### config.mk
export PLATFORM = sky130hd
export DESIGN_NAME = vga_timing_rx
export DESIGN_NICKNAME = d
export VERILOG_FILES = /design/src/rtl/vga_timing_rx.sv
export SDC_FILE = /design/constraint.sdc
export NUM_CORES = 1
export LEC_CHECK = 0
export ABC_AREA = 1
export CORE_ASPECT_RATIO = 0.8
export CORE_MARGIN = 3
export CORE_UTILIZATION = 45
export CTS_CLUSTER_SIZE = 8
export DETAILED_ROUTE_END_ITERATION = 7
export HOLD_SLACK_MARGIN = 0.06
export PLACE_DENSITY = 0.63
export REMOVE_ABC_BUFFERS = 1
export SLEW_MARGIN = 20
export SYNTH_ARGS = -nofsm -noshare
export SYNTH_HDL_FRONTEND = slang
export SYNTH_SLANG_ARGS = --single-unit
### constraint.sdc
create_clock -name clk -period 5.43 [get_ports clk]
set_input_delay 1.086 -clock clk [delete_from_list [all_inputs] [get_ports clk]]
set_output_delay 1.086 -clock clk [all_outputs]
set_load 0.01 [all_outputs]
### src/rtl/vga_timing_rx.sv
// vga_timing_rx: receive-side VGA timing checker. Samples sync/blank/colour,
// measures line and frame lengths, locks when they match the configured mode
// and regenerates pixel coordinates plus a qualified pixel strobe.
module vga_timing_rx #(
    parameter int H_TOTAL   = 800,
    parameter int V_TOTAL   = 525,
    parameter int H_VISIBLE = 640,
    parameter int V_VISIBLE = 480,
    parameter int TIMEOUT   = 4095
) (
    input  logic        clk,
    input  logic        reset,
    input  logic        hsync_in,
    input  logic        vsync_in,
    input  logic        blank_in,
    input  logic [5:0]  color_in,
    output logic [9:0]  x,
    output logic [8:0]  y,
    output logic [5:0]  pixel,
    output logic        pixel_valid,
    output logic        frame_start,
    output logic        locked,
    output logic [10:0] line_len,
    output logic [9:0]  frame_lines,
    output logic [7:0]  err_count
);

    localparam int TW = $clog2(TIMEOUT + 1);

    typedef enum logic [1:0] {
        ST_SEARCH  = 2'd0,
        ST_MEASURE = 2'd1,
        ST_LOCKED  = 2'd2
    } state_t;

    state_t        state_q, state_d;
    logic          hsync1_q, hsync2_q, vsync1_q, vsync2_q, blank1_q;
    logic [5:0]    color1_q;
    logic          hFall, vFall;
    logic [10:0]   hCnt_q, hCnt_d, lineNew, lineLen_q, lineLen_d;
    logic [9:0]    vCnt_q, vCnt_d, vCntInc, frameLines_q, frameLines_d;
    logic [TW-1:0] tmoCnt_q, tmoCnt_d;
    logic          tmoHit, lineBad, frameBad, badNow, bad_q, bad_d;
    logic [7:0]    errCount_q, errCount_d;
    logic          frameStart_q, frameStart_d;
    logic          lockNext;
    logic [9:0]    xCnt_q, xCnt_d;
    logic [8:0]    yCnt_q, yCnt_d;
    logic          lineSeen_q, lineSeen_d;
    logic          pixelValid_q, pixelValid_d;
    logic [5:0]    pixel_q, pixel_d;

    // Register the raw inputs once, then keep a second copy of the syncs for edge detection.
    always_ff @(posedge clk or negedge reset) begin
        if (!reset) begin
            hsync1_q <= 1'b1;
            hsync2_q <= 1'b1;
            vsync1_q <= 1'b1;
            vsync2_q <= 1'b1;
            blank1_q <= 1'b1;
            color1_q <= 6'd0;
        end else begin
            hsync1_q <= hsync_in;
            hsync2_q <= hsync1_q;
            vsync1_q <= vsync_in;
            vsync2_q <= vsync1_q;
            blank1_q <= blank_in;
            color1_q <= color_in;
        end
    end

    assign hFall = hsync2_q & ~hsync1_q;
    assign vFall = vsync2_q & ~vsync1_q;

    // Line/frame measurement and the no-hsync watchdog; all counters saturate.
    always_comb begin
        lineNew      = (hCnt_q == 11'h7FF) ? 11'h7FF : hCnt_q + 11'd1;
        hCnt_d       = hFall ? 11'd0 : lineNew;
        lineLen_d    = hFall ? lineNew : lineLen_q;
        vCntInc      = (hFall && vCnt_q != 10'h3FF) ? vCnt_q + 10'd1 : vCnt_q;
        vCnt_d       = vFall ? 10'd0 : vCntInc;
        frameLines_d = vFall ? vCntInc : frameLines_q;
        tmoHit       = (tmoCnt_q == TW'(TIMEOUT));
        tmoCnt_d     = hFall ? '0 : (tmoHit ? tmoCnt_q : tmoCnt_q + 1'b1);
        lineBad      = hFall && (lineNew != 11'(H_TOTAL));
        frameBad     = vFall && (vCntInc != 10'(V_TOTAL));
    end

    // Lock FSM: search for a frame boundary, measure one clean frame, then track.
    always_comb begin
        state_d      = state_q;
        bad_d        = bad_q;
        badNow       = 1'b0;
        errCount_d   = errCount_q;
        frameStart_d = 1'b0;
        case (state_q)
            ST_SEARCH: begin
                if (vFall) begin
                    state_d = ST_MEASURE;
                    bad_d   = 1'b0;
                end
            end
            ST_MEASURE: begin
                badNow = bad_q | lineBad | tmoHit;
                bad_d  = badNow;
                if (vFall) begin
                    if (!badNow && vCntInc == 10'(V_TOTAL)) begin
                        state_d = ST_LOCKED;
                    end
                    bad_d = 1'b0;
                end
            end
            ST_LOCKED: begin
                if (lineBad || frameBad || tmoHit) begin
                    state_d = ST_SEARCH;
                    if (errCount_q != 8'hFF) begin
                        errCount_d = errCount_q + 8'd1;
                    end
                end else if (vFall) begin
                    frameStart_d = 1'b1;
                end
            end
            default: state_d = ST_SEARCH;
        endcase
    end

    // Pixel coordinate regeneration; everything is held at zero unless locked next cycle.
    always_comb begin
        lockNext   = (state_d == ST_LOCKED);
        xCnt_d     = xCnt_q;
        yCnt_d     = yCnt_q;
        lineSeen_d = lineSeen_q;
        if (hFall) begin
            xCnt_d     = 10'd0;
            lineSeen_d = ~blank1_q;
            if (lineSeen_q && yCnt_q != 9'(V_VISIBLE - 1)) begin
                yCnt_d = yCnt_q + 9'd1;
            end
        end else if (!blank1_q) begin
            if (!lineSeen_q) begin
                xCnt_d     = 10'd0;
                lineSeen_d = 1'b1;
            end else if (xCnt_q != 10'(H_VISIBLE - 1)) begin
                xCnt_d = xCnt_q + 10'd1;
            end
        end
        if (vFall) begin
            yCnt_d = 9'd0;
        end
        if (!lockNext) begin
            xCnt_d     = 10'd0;
            yCnt_d     = 9'd0;
            lineSeen_d = 1'b0;
        end
        pixelValid_d = lockNext & ~blank1_q;
        pixel_d      = pixelValid_d ? color1_q : 6'd0;
    end

    // State, measurement and status registers.
    always_ff @(posedge clk or negedge reset) begin
        if (!reset) begin
            state_q      <= ST_SEARCH;
            bad_q        <= 1'b0;
            hCnt_q       <= 11'd0;
            vCnt_q       <= 10'd0;
            lineLen_q    <= 11'd0;
            frameLines_q <= 10'd0;
            tmoCnt_q     <= '0;
            errCount_q   <= 8'd0;
            frameStart_q <= 1'b0;
        end else begin
            state_q      <= state_d;
            bad_q        <= bad_d;
            hCnt_q       <= hCnt_d;
            vCnt_q       <= vCnt_d;
            lineLen_q    <= lineLen_d;
            frameLines_q <= frameLines_d;
            tmoCnt_q     <= tmoCnt_d;
            errCount_q   <= errCount_d;
            frameStart_q <= frameStart_d;
        end
    end

    // Pixel-side output registers, aligned with the status registers above.
    always_ff @(posedge clk or negedge reset) begin
        if (!reset) begin
            xCnt_q       <= 10'd0;
            yCnt_q       <= 9'd0;
            lineSeen_q   <= 1'b0;
            pixelValid_q <= 1'b0;
            pixel_q      <= 6'd0;
        end else begin
            xCnt_q       <= xCnt_d;
            yCnt_q       <= yCnt_d;
            lineSeen_q   <= lineSeen_d;
            pixelValid_q <= pixelValid_d;
            pixel_q      <= pixel_d;
        end
    end

    assign x           = xCnt_q;
    assign y           = yCnt_q;
    assign pixel       = pixel_q;
    assign pixel_valid = pixelValid_q;
    assign frame_start = frameStart_q;
    assign locked      = (state_q == ST_LOCKED);
    assign line_len    = lineLen_q;
    assign frame_lines = frameLines_q;
    assign err_count   = errCount_q;

endmodule

### After elaboration in Yosys (flattened, before gate mapping)

Cells that the tools add are included.

* logic and storage cells: 96
* input port bits: 11
* output and inout bits: 57
* register bits: 104

* muxes and demuxes: 30
* bitwise logic cells: 8
* reductions and logical operators: 14
* add/subtract/negate cells: 6
* eq/ne operators: 18

Operator list (number)
* 10-bit 2-to-1 mux: 7
* 9-bit 2-to-1 mux: 4
* 10-bit != test, second input constant: 3
* 12-bit 2-to-1 mux: 2
* 11-bit 2-to-1 mux: 2
* 10-bit by 1-bit adder with 10-bit output, second input constant: 2
* 12-bit by 1-bit adder with 12-bit output, second input constant: 1
* 12-bit equality test, second input constant: 1
* 11-bit by 1-bit adder with 11-bit output, second input constant: 1
* 11-bit equality test, second input constant: 1
* 11-bit by 10-bit != test with 1-bit output, second input constant: 1
* 10-bit equality test, second input constant: 1
* 9-bit by 1-bit adder with 9-bit output, second input constant: 1
* 9-bit != test, second input constant: 1
* 8-bit by 1-bit adder with 8-bit output, second input constant: 1
* 1-bit 2-to-1 mux: 8
* 2-bit 2-to-1 mux: 4
* 8-bit != test, second input constant: 1
* 6-bit 2-to-1 mux: 1
* 3-bit != test, second input constant: 2
* 2-bit case mux with 3 select lines: 1
* 2-bit AND reduction: 3
* 1-bit logical AND: 5
* 2-bit equality test, second input constant: 2
* other kinds (13): 20

### Logic depth before layout (Yosys ltp)

Gate-level depths: netlist of the first run.

* word-level depth: 14
* depth in mapped cells: 17
* mapped depth without buffers: 16

### Worst setup path before layout of the first run

OpenSTA, ideal clock, no wires.

* kind: register -> register
* from: register vCnt_q[0]
* to: register pixel_q[0] (netlist: pixel[0])
* arrival time: 2072 ps
* setup time: 69 ps
* path slack: 3289 ps
* required time: 5361 ps
* stages on the path, launching flop included: 16
* path buffers: 1
* cells stage by stage: dfrtp_1 -> ha_1 -> nand2_2 -> nor2_4 -> nand3_4 -> nand2_4 -> inv_2 -> nand2_1 -> nand2_1 -> nand3b_1 -> nor2_4 -> nand3_2 -> nand2_2 -> buf_12 -> nand2_4 -> nor2_2

* cells in the longest elaborated chain, start to end: 12

RTL lines
* start: declaration: RTL line 41 `logic [9:0] vCnt_q, vCnt_d, vCntInc, frameLines_q, frameLines_d;`
* start signal: assignment: RTL line 175 `vCnt_q <= vCnt_d;`
* branches (longest 2 deep; another with 10-bit by 1-bit adder with 10-bit output)
* 10-bit 2-to-1 mux (*): RTL line 80 `vCntInc = (hFall && vCnt_q != 10'h3FF) ? vCnt_q + 10'd1 : vCnt_q;`
* 10-bit != test: RTL line 86 `frameBad = vFall && (vCntInc != 10'(V_TOTAL));`
* 1-bit logical AND: RTL line 86
* 1-bit logical OR (2 in series): RTL line 114 `if (lineBad || frameBad || tmoHit) begin`
* 2-bit 2-to-1 mux: RTL line 114
* 2-bit case mux with 3 select lines (*): RTL line 96 `case (state_q)`
* 2-bit equality test (*): RTL line 129 `lockNext = (state_d == ST_LOCKED);`
* 1-bit bitwise AND (*): RTL line 155 `pixelValid_d = lockNext & ~blank1_q;`
* 6-bit 2-to-1 mux (*): RTL line 156 `pixel_d = pixelValid_d ? color1_q : 6'd0;`
* named net pixel_d[0]: RTL line 51 `logic [5:0] pixel_q, pixel_d;`
* end signal: assignment: RTL line 197 `pixel_q <= pixel_d;`
* end: declaration: RTL line 51

Mark *: on every way through the listed nets, which the timed path passes.
A chain may end at the register's enable or synchronous reset.

### Final worst setup path of the first run

* from: register hsync1_q
* to: register pixel_q[2] (netlist: pixel[2])

* cells in the longest elaborated chain, start to end: 13

RTL lines
* start: declaration: RTL line 37 `logic hsync1_q, hsync2_q, vsync1_q, vsync2_q, blank1_q;`
* start signal: assignment: RTL line 63 `hsync1_q <= hsync_in;`
* 1-bit NOT (*): RTL line 72 `assign hFall = hsync2_q & ~hsync1_q;`
* 1-bit bitwise AND (*): RTL line 72
* 1-bit logical AND, on equally long branches: RTL line 80, 85
* 10-bit 2-to-1 mux or 1-bit OR (tied branches): RTL line 80, 104
* 10-bit != test or 1-bit OR (tied branches): RTL line 86, 104
* 1-bit logical AND or 1-bit logical NOT (tied branches): RTL line 86, 107
* 1-bit logical OR or 1-bit logical AND (tied branches): RTL line 114, 107
* 1-bit logical OR or 2-bit 2-to-1 mux (tied branches): RTL line 114, 107
* 2-bit 2-to-1 mux, on equally long branches: RTL line 114, 106
* 2-bit case mux with 3 select lines (*): RTL line 96
* 2-bit equality test (*): RTL line 129
* 1-bit bitwise AND (*): RTL line 155
* 6-bit 2-to-1 mux (*): RTL line 156
* named net pixel_d[2]: RTL line 51

The timed path passes the listed nets; every way through them passes the cells marked *.

==> results of run 1 <==
[power by group]
part | internal (W) | switching, W
sequential | 0.000825 | 0.0000440
combinational | 0.0000862 | 0.000123
clock | 0.000316 | 0.000292
total | 0.00123 | 0.000459
[cell usage in the layout (no fill, tap or decap), types with 4 or more instances in the layout]
master and instances:
xor2_1 9, nand3_2 6, buf_4 4, o21ai_1 7, nor4_1 6, nor2_1 54
nor3_1 11, dfrtp_1 99, o21ai_0 27, clkdlybuf4s50_1 66, nand3_1 50, a21oi_1 14
a31oi_1 7, clkbuf_16 9, nand3b_1 5, ha_1 6, nor2_2 18, nand2_1 139
dfstp_2 5, nand4_1 13, nand2_2 6, xnor2_1 10, inv_2 6, inv_1 86
[registers in the layout, indices dropped and copies added (netlist names), 2 cells and up]
name and cells:
vCnt_q 10, err_count 8, color1_q 6, frame_lines 10
x 10, state_q 2, tmoCnt_q 12, line_len 11
y 9, hCnt_q 11, pixel 6
[kinds of logic after synthesis]
family                   share of synthesized area [%]
AND/OR/NAND/NOR                                   28.9
buffers and inverters                             8.29
flip-flops                                        50.2
AO/OA/AOI/OAI                                     7.90
XOR/XNOR                                          3.20
adder cells (fa/ha/maj)                           1.45
[cell type report]
| type | count | area (µm²) |
|---|---|---|
| clock buffer | 9 | 225 |
| sequential | 104 | 2610 |
| timing repair buffer | 70 | 691 |
| clock inverter | 7 | 56.3 |
| tap | 144 | 180 |
| inverter | 94 | 354 |
| multi-input combinational | 412 | 2150 |
| fill | 1026 | 4790 |
[worst max path at each step]
stage                    end  cells after the start  slack (ns)     start
floorplan           pixel[0]                     14        2.92  hsync1_q
global placement    pixel[4]                     14        2.45  hsync1_q
detailed placement  pixel[2]                     14        2.35  hsync1_q
CTS                 pixel[1]                     14        2.33  hsync1_q
global route        pixel[1]                     14        2.00  hsync1_q
finish              pixel[2]                     14        2.33  hsync1_q
[stage by stage]
stage | total power (W) | setup slack [ns] | std cells
2_1_floorplan | 0.000994 | 2.92 | 610
3_3_place_gp | 0.00109 | 2.45 | 824
3_5_place_dp | 0.00109 | 2.35 | 824
4_1_cts | 0.00171 | 2.33 | 840
5_1_grt | 0.00178 | 2.00 | 840
6_report | 0.00169 | 2.33 | 840
[per-layer routing]
metal / up-vias / GRT usage [%]
met3: 13 / 4.49
met1: 1916 / 26.3
li1: 2137 / -
met4: 0 / 5.77
met2: 98 / 26.3
met5: - / 0
==> impl_metrics.ini, run 1 <==
[synthesis]
yosysMostFrequentCell = nand2_1
synthTopCellsByArea = dfrtp_1, nand2_1, inv_1, nand3_1, nor2_1
yosysTopAreaCellShare_pct = 47.7
netlist-cell-type-count = 41
yosysSeqAreaShare_pct = 50.2
ys_warn_count = 0
synth_commonest_cells = nand2_1, dfrtp_1, inv_1
syn_avg_cell_area_um2 = 8.33
syn_inst = 623
syn_area_um2 = 5190
synth-async-reset-ratio_pct = 100
synth_area_leader_cell = dfrtp_1
synth-edff-count = 0
synth_ff_type = dfrtp_1
ys_ff_latch = 104

[clock_network]
cts_max_level = 3
hold_buffers = 0
cts-root-buf = clkbuf_16
post_cts_resized = 0
clkLatencyLatePin_ns = 0.35
cts_sinks = 104
cts_buffers = 9
clock_path_buffers = 2
cts_setup_buffers = 0
cts.clk_slew.worst_paths_ns = 0.07
cts_tree = yes

[finish]
stdcell_area_um2 = 6270
final_core_util_pct = 56.7
diodes = 0
syn2layout_area_growth_pct = 20.7
drive_above_1_share_pct = 10.5
nets = 708

[route]
vias_per_cell = 4.96
post_drt_wl_per_cell_um = 13.0
via_count = 4164
wl_met2_mm = 4.68
wirelength_mm = 10.9
first_iter_violations = 337
detail-route-antenna-nets = 0
dr.max_layer_used = met4
drtPass1Iterations = 5
drt-met1-wl_mm = 5.62
drc = 0
dr_wl_met3_um = 509

[worst_setup_path]
crit_required_ns = 5.71
cp_max_fo = 37
ff2ff_path_depth = 14
crit_arrival_ns = 3.38
worst-path-buf-inv = 4
crit_path_frequent_cell = nand2_4
crit_chain = inv_1 > nand2_4 > clkinv_2 > nand2_4 > inv_2 > nand2_1 > nand2_1 > inv_2 > nand3_2 > nor2_4 > nand3_2 > nand2_2 > nand2_4 > nor2_2
r2r-start = hsync1_q
r2r_end = pixel[2]
rrSetupSlack_ns = 2.33
crit_path_end_kind = flop
critPathLaunchType = flop
cp_slowest_cell = dfstp_2
critPathTopFamily = simple AND/OR/NAND/NOR gates
slowest_delay_ns = 0.53
critPathKind = flop to flop

[floorplan]
fp-row-count = 34
dieArea_um2 = 12900
start_util_pct = 46.9
core_um2 = 11100
io_pins = 68
fp.dieH_um = 102
die_w_um = 126

[sta]
hold-worst-slack_ns = 0.366
drv_slew = 0
finClkSkew_ns = 0.00913
rsz0062_at_grt = no
setup_viol = 0
fin_tns_setup_ns = 0
fin_crit_ns = 3.10
tightest_slew_ns = 0.829
slew_headroom_pct = 44.8
max_freq_mhz = 323
finalHoldViolCount = 0
fin_crit_sh_pct = 57.1

[placement]
port_buffers = 67
post-dp-hpwl_mm = 7.59
place.gp.congestion = 0.869
placed_area_um2 = 5990

[global_routing]
grt_max_degree = 66
overflow = 0
antenna_found_initial = 0
grt_pass1_wl_mm = 18.7
grt_usage_pct = 17.9
first_global_vias = 3876

[power_and_ir_drop]
leakage_nw = 2.89
ir_worst_vdd_mv = 0.137
power.density_nw_per_um2 = 269

[min_path]
worstHoldStart = hsync1_q
hold_class = flop to flop
whs_endpoint = hsync2_q
min_path_cells = 0

[outcome]
status = finished clean

[flow_run]
drv_cap = 0
No activity file was read; power rests on OpenSTA's default activity.
==> run 2, diff against run 1 <==
--- a/config.mk
+++ b/config.mk
@@ -12,7 +12,7 @@
 export CTS_CLUSTER_SIZE = 8
 export DETAILED_ROUTE_END_ITERATION = 7
 export HOLD_SLACK_MARGIN = 0.06
-export PLACE_DENSITY = 0.63
+export PLACE_DENSITY = 0.66
 export REMOVE_ABC_BUFFERS = 1
 export SLEW_MARGIN = 20
 export SYNTH_ARGS = -nofsm -noshare
==> constraint.sdc (replaced) <==
create_clock -name clk -period 2.6 [get_ports clk]
set_input_delay 0.52 -clock clk [delete_from_list [all_inputs] [get_ports clk]]
set_output_delay 0.52 -clock clk [all_outputs]
set_load 0.01 [all_outputs]
==> impl_metrics.ini, run 2 (synthesis results as in run 1) <==
[clock_network]
cts_max_level = 3
cts_sinks = 104
cts-root-buf = clkbuf_16
cts_tree = yes
clkLatencyLatePin_ns = 0.35
cts_buffers = 9
cts.clk_slew.worst_paths_ns = 0.07
clock_path_buffers = 2

[sta]
fin_crit_sh_pct = 88.7
max_freq_mhz = 434
drv_slew = 0
hold-worst-slack_ns = 0.368
slew_headroom_pct = 46.6
tightest_slew_ns = 0.794
fin_crit_ns = 2.31
setup_viol = 0
finClkSkew_ns = 0.00747
finalHoldViolCount = 0

[finish]
regArea_um2 = 2610
syn2layout_area_growth_pct = 24.9
fill_cells = 987
stdcell_area_um2 = 6490
diodes = 0
regMostFlops = tmoCnt_q
largest_register_ffs = 12
instances_no_fill = 853
nets = 721
multi_input_area_um2 = 2170
final_common_cell = nand2_1
drive_above_1_share_pct = 12.6
mostFrequentLayoutCells = nand2_1, dfrtp_1, inv_1

[global_routing]
grt_usage_pct = 18.1
grt_pass1_wl_mm = 19.1
grt_max_degree = 61
overflow = 0
first_global_vias = 4122
antenna_found_initial = 0

[floorplan]
fp.dieH_um = 102
io_pins = 68
start_util_pct = 46.9
core_um2 = 11100
die_w_um = 126
dieArea_um2 = 12900
fp-row-count = 34

[worst_setup_path]
startpoint = hCnt_q[1]
r2r_end = y[2]
ff2ff_path_depth = 12
cp_max_fo = 20
rrSetupSlack_ns = 0.29
critPathKind = flop to flop
endpoint = y[2]
crit_path_end_kind = flop
r2r-start = hCnt_q[1]
crit_required_ns = 2.89
critPathLaunchType = flop
crit_arrival_ns = 2.59

[route]
vias_per_cell = 4.97
post_drt_wl_per_cell_um = 12.9
wirelength_mm = 11.0
first_iter_violations = 299
via_count = 4239
drc = 0
drtPass1Iterations = 4
detail-route-antenna-nets = 0

[placement]
port_buffers = 67
post-dp-hpwl_mm = 8.07
placed_area_um2 = 6090
placed_cells = 834
place.gp.congestion = 0.877

[power_and_ir_drop]
leakage_nw = 2.99
power.density_nw_per_um2 = 592
ir_worst_vdd_mv = 0.360

[flow_run]
drv_cap = 0

[min_path]
hold_class = flop to flop
min_path_cells = 0

[outcome]
status = finished clean
run 2: cell types whose count changed in the layout (fill, tap and decap cells not counted), moves of 2 or more:
cell        change
bufinv_16       +3
clkinv_2        -2
dfrtp_1         -2
buf_12          +2
clkinvlp_4      -2
buf_4          +10
dfrtp_2         +2
run 2: power breakdown:
part / switching (W) / internal [W] / leakage (nW)
logic: 0.000260 / 0.000199 / 1.44
clock network: 0.000615 / 0.000954 / 0.172
registers: 0.0000887 / 0.00172 / 1.38
total: 0.000963 / 0.00288 / 2.99
run 2: repair_timing:
item                                    4_1_cts  5_1_grt
endpoints found under the hold margin         3        0
hold buffers                                  1        0
endpoints found under the setup margin        0       35
buffers inserted                              0        2
gates resized for setup                       0        4
run 2: final cells by class:
class | count | area share [%]
Multi-Input combinational cell | 412 | 33.5
Tap cell | 144 | 2.78
Clock inverter | 7 | 1.97
Inverter | 94 | 5.46
Timing Repair Buffer | 83 | 12.6
Sequential cell | 104 | 40.3
Clock buffer | 9 | 3.47
run 2: per-stage QoR:
stage	TNS, ns	setup slack, ns	util, %	power, W
after floorplan	0	0.0865	-	0.00208
after global placement	0	0.229	55.0	0.00228
after detailed placement	0	0.141	55.1	0.00229
after CTS	0	0.131	58.4	0.00388
after global routing	-0.00735	-0.00688	58.6	0.00402
final	0	0.294	58.6	0.00384
run 2: how the worst min path moves through the flow:
stage | startpoint | to
after CTS | vsync1_q | vsync2_q
after floorplan | reset | bad_q
after global routing | vsync1_q | vsync2_q
final | hsync1_q | hsync2_q
after global placement | reset | line_len[3]
after detailed placement | reset | line_len[3]
run 2: per-layer routing:
layer / wire length [µm] / vias to the layer above / global-route usage [%]
met5: 0 / - / 0
met4: 120 / 0 / 5.36
met3: 585 / 13 / 5.02
met2: 4830 / 86 / 28.0
met1: 5440 / 1979 / 25.3
li1: - / 2161 / -
run 2: worst max-delay path, stage by stage (launching register included):
cell and delay [ns]:
dfrtp_1 0.41, ha_1 0.25, nand3_2 0.12, xor2_1 0.30
nand3_1 0.13, nor2_1 0.13, nand3_2 0.11, a21oi_2 0.19
nand3_1 0.13, nand2_2 0.11, buf_12 0.16, nand3_1 0.09
nand2_1 0.12
